**config.mk**
```make
export PLATFORM = sky130hd
export DESIGN_NAME = dmem_port_arbiter
export DESIGN_NICKNAME = d
export VERILOG_FILES = /design/src/rtl/dmem_port_arbiter.sv
export SDC_FILE = /design/constraint.sdc
export NUM_CORES = 1
export LEC_CHECK = 0
export BUFFER_PORTS_ARGS = -buffer_cell sky130_fd_sc_hd__buf_2
export CORE_MARGIN = 3
export CORE_UTILIZATION = 51
export CTS_BUF_LIST = sky130_fd_sc_hd__clkbuf_16
export DETAILED_ROUTE_END_ITERATION = 12
export PLACE_DENSITY_LB_ADDON = 0.25
export SLEW_MARGIN = 10
export SYNTH_ARGS = -nofsm -noshare
export SYNTH_HDL_FRONTEND = slang
export SYNTH_SLANG_ARGS = --single-unit
```
**constraint.sdc**
```tcl
create_clock -name clk -period 5.85 [get_ports clk]
set_clock_uncertainty 0.1 [all_clocks]
set_input_delay 0.2925 -clock clk [delete_from_list [all_inputs] [get_ports clk]]
set_output_delay 0.2925 -clock clk [all_outputs]
set_load 0.01 [all_outputs]
```
**src/rtl/dmem_port_arbiter.sv**
```systemverilog
`timescale 1ns/1ps
// dmem_port_arbiter: shares one sync-read data memory between the core (C) and debug (D) ports.
// Latency: req sampled at edge N, mem_en in cycle N+1, ack in N+2; one access every 3 cycles.
// Backpressure: requesters hold req until ack, core sees c_stall; `DMEM_ARB_RR_EN selects round-robin over fixed C priority.
module dmem_port_arbiter #(
    parameter int ADDR_W = 32,
    parameter int DATA_W = 32
) (
    input  logic              clk,
    input  logic              rst,
    input  logic              c_req,
    input  logic              c_we,
    input  logic [ADDR_W-1:0] c_addr,
    input  logic [DATA_W-1:0] c_wdata,
    output logic [DATA_W-1:0] c_rdata,
    output logic              c_ack,
    output logic              c_stall,
    input  logic              d_req,
    input  logic              d_we,
    input  logic [ADDR_W-1:0] d_addr,
    input  logic [DATA_W-1:0] d_wdata,
    output logic [DATA_W-1:0] d_rdata,
    output logic              d_ack,
    output logic              mem_en,
    output logic              mem_we,
    output logic [ADDR_W-1:0] mem_addr,
    output logic [DATA_W-1:0] mem_wdata,
    input  logic [DATA_W-1:0] mem_rdata
);

    typedef enum logic [1:0] {
        IDLE  = 2'd0,
        ISSUE = 2'd1,
        RESP  = 2'd2
    } state_t;

    state_t            state;
    logic              owner;       // 0 = core, 1 = debug
    logic              grant_d;
    logic [DATA_W-1:0] c_rdata_q;
    logic [DATA_W-1:0] d_rdata_q;

`ifdef DMEM_ARB_RR_EN
    logic rr_ptr;                   // port that wins the next tie: 0 = core, 1 = debug

    assign grant_d = d_req & (~c_req | rr_ptr);

    always_ff @(posedge clk or posedge rst) begin
        if (rst) begin
            rr_ptr <= 1'b0;
        end else if (state == RESP) begin
            rr_ptr <= ~owner;
        end
    end
`else
    assign grant_d = d_req & ~c_req;
`endif

    // The mem address/data registers double as the request latch; they are zeroed outside ISSUE.
    always_ff @(posedge clk or posedge rst) begin
        if (rst) begin
            state     <= IDLE;
            owner     <= 1'b0;
            mem_en    <= 1'b0;
            mem_we    <= 1'b0;
            mem_addr  <= '0;
            mem_wdata <= '0;
            c_ack     <= 1'b0;
            d_ack     <= 1'b0;
            c_rdata_q <= '0;
            d_rdata_q <= '0;
        end else begin
            c_ack <= 1'b0;
            d_ack <= 1'b0;
            case (state)
                IDLE: begin
                    if (c_req || d_req) begin
                        owner     <= grant_d;
                        mem_en    <= 1'b1;
                        mem_we    <= grant_d ? d_we    : c_we;
                        mem_addr  <= grant_d ? d_addr  : c_addr;
                        mem_wdata <= grant_d ? d_wdata : c_wdata;
                        state     <= ISSUE;
                    end
                end
                ISSUE: begin
                    mem_en    <= 1'b0;
                    mem_we    <= 1'b0;
                    mem_addr  <= '0;
                    mem_wdata <= '0;
                    c_ack     <= ~owner;
                    d_ack     <= owner;
                    state     <= RESP;
                end
                RESP: begin
                    if (owner) begin
                        d_rdata_q <= mem_rdata;
                    end else begin
                        c_rdata_q <= mem_rdata;
                    end
                    state <= IDLE;
                end
                default: state <= IDLE;
            endcase
        end
    end

    // Sync-read data only arrives in RESP, so the ack cycle forwards it ahead of the capture.
    assign c_rdata = c_ack ? mem_rdata : c_rdata_q;
    assign d_rdata = d_ack ? mem_rdata : d_rdata_q;
    assign c_stall = c_req & ~c_ack;

endmodule

```
# Yosys cells after proc, flatten, opt, wreduce, memory -nomap -nowiden

Index checks and enable logic that the tools add are counted.

Bits in registers: 135
Word-level logic and storage cells: 42
Output and inout bits: 133
Input bits: 166

Eq/ne operators: 3
Bitwise operators: 5
Mux-type cells: 17
Reductions and logical operators: 7

Operators by type and width:

| operator           | number |
|---|---|
| $mux 32            | 6 |
| $pmux 32 s2        | 2 |
| $reduce_and 2->1   | 4 |
| $mux 1             | 5 |
| $pmux 1 s2         | 2 |
| $pmux 2 s2         | 1 |
| $not 1->1          | 3 |
| $and 1x1->1        | 2 |
| $eq 2x1->1 const B | 1 |
| $eq 2x2->1 const B | 1 |
| $logic_not 2->1    | 1 |
| $mux 2             | 1 |
| $ne 2x2->1 const B | 1 |
| $reduce_bool 2->1  | 1 |
| $logic_or 1x1->1   | 1 |

# Depth between registers and ports, before layout

Depth in word-level cells: 5
Mapped depth: 6
Depth with buffers taken out: 3

# Least setup slack after synthesis

No wires, ideal clock.

Path type: register to output
From: register c_ack
To: output c_rdata[10]
Buffers on the path: 2
Arrival time: 1189 ps
Stages on the path, launching flop included: 4
Slack: 4268 ps
Required time: 5458 ps
Cells stage by stage: dfrtp_1 clkbuf_1 buf_2 mux2_2

Word-level cells in the longest chain between the ends: 1

RTL lines:

| element                | line | text |
|---|---|---|
| start, declared        | 16   | `output logic c_ack,` |
| start signal, assigned | 91   | `c_ack <= ~owner;` |
| $mux 32                | 109  | `assign c_rdata = c_ack ? mem_rdata : c_rdata_q;` |
| end, declared          | 15   | `output logic [DATA_W-1:0] c_rdata,` |

No other way between the ends.

# Final worst setup path

From: register state[0]
To: register mem_wdata[6]

Word-level cells in the longest chain between the ends: 3
Elaborated cells on any way between the ends: 6
Those cells by class: eq/ne (2); mux (1); reduce/logical (3)

RTL lines:

| element                                                          | line | text |
|---|---|---|
| start, declared                                                  | 37   | `state_t state;` |
| start signal, assigned                                           | 62   | `state <= IDLE;` |
| start signal, assigned                                           | 83   | `state <= ISSUE;` |
| start signal, assigned                                           | 93   | `state <= RESP;` |
| $eq 2x1->1 or $logic_not 2->1 (tied branches)                    | 75   | `case (state)` |
| $reduce_bool 2->1 (no source line) or $ne 2x2->1 (tied branches) | --   |  |
| $reduce_and 2->1 (no source line)                                | --   |  |
| end signal, assigned                                             | 82   | `mem_wdata <= grant_d ? d_wdata : c_wdata;` |
| end, declared                                                    | 27   | `output logic [DATA_W-1:0] mem_wdata,` |

Parallel ways exist; a longest one is shown, timed or not.
A chain may end at the register's enable or synchronous reset.

==> impl_results.md <==
- Post-synth EDFFs: 0
- Kind of critical path: flop to flop
- Synth top area share: 51.7%
- Total Power: roughly 4.7 mW
- Slowest-stage cell, CP: or2_2
- RSZ-0062 raised after global routing: no
- Worst setup margin: 3.75 ns
- Post-layout min period: 2.10 ns
- Reg2reg path depth: 3
- CP Capture Type: flop
- Initial antenna violation count: 0
- Crit Path Max Fanout: 65
- Via density per instance: 5.24
- GPL Wtd Cong: 0.824
- Most area-consuming cells after synthesis: dfrtp_1, mux2_2, a22o_1
- Largest net degree at the start of global routing: 99
- Final Hold Fails: 0
- Final period utilization: a little over a third
- F_max: around 480 MHz
- Slew margin rel.: approximately a fifth
- Hold Path End: c_rdata_q[26]$_DFFE_PP0P_
- Share of flip-flops with an asynchronous set or reset: between 90% and 100%
- Post-layout nets: approximately 1,000
- GRT overflow: 0
- Post-DP HPWL: approximately 13 mm
- I/O pin cnt: approximately 300
- Dpl cell area: approximately 0.0081 mm²
- Reg2Reg Setup Slack: about 3.8 ns
- GRT Total Usage: 24.4%
- Biggest area consumer among synthesized cells: dfrtp_1
- Core area: 0.0123 mm²
- Min-Delay Path Class: input port to flop
- Die area: around 0.014 mm²
- Pwr Density: 549 mW/mm²
- Worst-Margin Slew: 1.21 ns
- Filler instances: between 900 and 1,000
- Worst path arrival time: 2.33 ns
- DRC: 0
- Via count: 5,441
- Worst path required time: 6.08 ns
- Dpl ws: roughly 3.5 ns
- Crit-path cells: nor3_1, or2_2, a22o_1
- Main synth FF type: dfrtp_1
- Chip width: 119 µm
- Clock Sinks: roughly 140
- Fin Setup TNS: 0 ns
- Distinct cells, synth: 25
- Post-DR wirelength/cell: ~17 µm
- Min Hold Slack: ~0.054 ns
- First DRT Iteration DRCs: 370
- Clk slew on worst S/H paths: 0.05 ns
- Final WL: 17.5 mm
- Die H: 119 µm
- CTS tree: done
- Avg Inst Size Synth: between 10 and 15 µm²
- FF-to-FF End: mem_wdata[6]$_DFFE_PP0P_
- Netlist Area Pre-Place: 0.00654 mm²
- Area Growth Syn to Fin: 31.6%
- PortBufs: 298
- Antenna viol nets, final: 0
- Final Instance Area: about 0.0086 mm²
- Clk_lat worst skew: 0.40 ns
- Clk Tree Root Cell: clkbuf_16
- Multi-input gate area: 0.00291 mm²
- CTS buffer count: 17
- CTS Buffer Depth: 2
- Initial Util: 53.3%
- Worst reg2reg path startpoint: state[0]$_DFFE_PP0P_
- Fin. max-slew vios: 0
- Hold depth: 2
- Final Non-Filler Cells: 1,039
- H-tree depth reported by CTS: 4
- ANT cells: 0
- Final setup viols: 0
- Status: complete, no violations
- Rows: 40
- Worst Hold Launch: mem_rdata[26]
- Mapped Cells: 581
- VDD IR-drop max: 0.000243 V
- Critical Path Max Stage Delay: 0.95 ns
- P_leak: 4.37 nW
- Share of cells above drive strength 1: 51.5%
- Drt first pass iters: 5
- Util after Layout: 70.2%
- Placed Cells: 1,006
- Critical Path Start Type: flop
- Flops & latches, synth: 135
- Vias in the first global route: 5,605
- Syn nets: approximately 750
- Synth warn: 0
- Max Cap Viol: 0
- Post-synthesis sequential area ratio: 51.7%
- First-pass GRT wire length: 27.7 mm
- Sequential Area: 0.00338 mm²
==> how the worst max path moves through the flow <==
stage                    startpoint                         to  slack, ns  cells past startpoint
2_1_floorplan                   rst            c_ack$_DFF_PP0_       1.85                      1
3_3_place_gp                  d_req  mem_wdata[12]$_DFFE_PP0P_       3.61                      5
3_5_place_dp                  d_req  mem_wdata[19]$_DFFE_PP0P_       3.53                      5
4_1_cts        state[0]$_DFFE_PP0P_   mem_wdata[3]$_DFFE_PP0P_       3.73                      3
5_1_grt        state[0]$_DFFE_PP0P_   mem_addr[27]$_DFFE_PP0P_       3.59                      3
6_report       state[0]$_DFFE_PP0P_   mem_wdata[6]$_DFFE_PP0P_       3.75                      3
==> registers in the layout, summed over array words and instances (netlist names) <==
name	cells
c_ack	1
mem_wdata	32
c_rdata_q	32
mem_addr	32
state	2
d_rdata_q	32
d_ack	1
mem_we	1
mem_en	1
owner	1
==> timing repair <==
action / 4_1_cts / 5_1_grt
resized for setup: 0 / 0
setup buffers: 0 / 0
endpoints found under the hold margin: 61 / 0
hold buffers: 1 / 0
==> routing by layer <==
metal	track usage [%]	vias to the layer above	wire length (µm)
li1	-	2612	-
met1	29.2	2593	6980
met2	43.1	208	9140
met3	4.46	28	950
met4	10.1	0	382
met5	0	-	0
==> power breakdown <==
group,total (mW),switching (mW),internal [mW]
clock,0.940,0.370,0.569
combinational,2.11,1.05,1.05
sequential,1.68,0.276,1.40
total,4.73,1.70,3.03
==> cell usage after synthesis (2+ instances only) <==
library cell and instances:
buf_1 3, o2bb2ai_1 5, buf_6 6, nand2_1 120, dfrtp_1 135, o21ai_0 60
a22oi_1 5, mux2_2 112, mux2_1 16, a21oi_1 2, nor2b_1 2, nor2_1 5
buf_2 16, clkbuf_1 23, inv_1 2, a22o_1 60
==> cells in the final DEF (no fill, tap or decap), types with 2 or more instances in the layout <==
master      synthesis  final
a21oi_1             2      2
a22o_1             60     60
a22oi_1             5      5
buf_2              16    297
buf_4               1      9
clkbuf_16           0     17
clkinv_2            0      5
clkinvlp_4          0      3
dfrtp_1           135    135
inv_1               2      6
mux2_1             16     16
mux2_2            112    112
nand2_1           120    120
nor2_1              5      4
nor2b_1             2      2
o21ai_0            60     60
o2bb2ai_1           5      5
or2_2               1      2
==> cell type report <==
cell class | instances | share of cell area [%]
flip-flops and latches | 135 | 39.3
multi-input cells | 395 | 33.8
inverters | 2 | 0.145
clock inverters | 15 | 1.16
clock buffers | 17 | 4.95
repair buffers | 307 | 18.2
well taps | 168 | 2.44
==> worst max-delay path: cells and delay by family, from the launching register on <==
family,cells,cell delay (ns)
simple gates,2,1.16
flops,1,0.46
compound gates,1,0.28
==> kinds of logic (layout without fill, tap and decap cells) <==
group	Yosys count	in the layout	synth area share, %
AO/OA/AOI/OAI	133	133	14.1
AND/OR/NAND/NOR	134	134	8.14
buffers and inverters	51	341	3.98
multiplexers	128	128	22.1
flip-flops	135	135	51.7
Power figures use the tool's default switching activity.
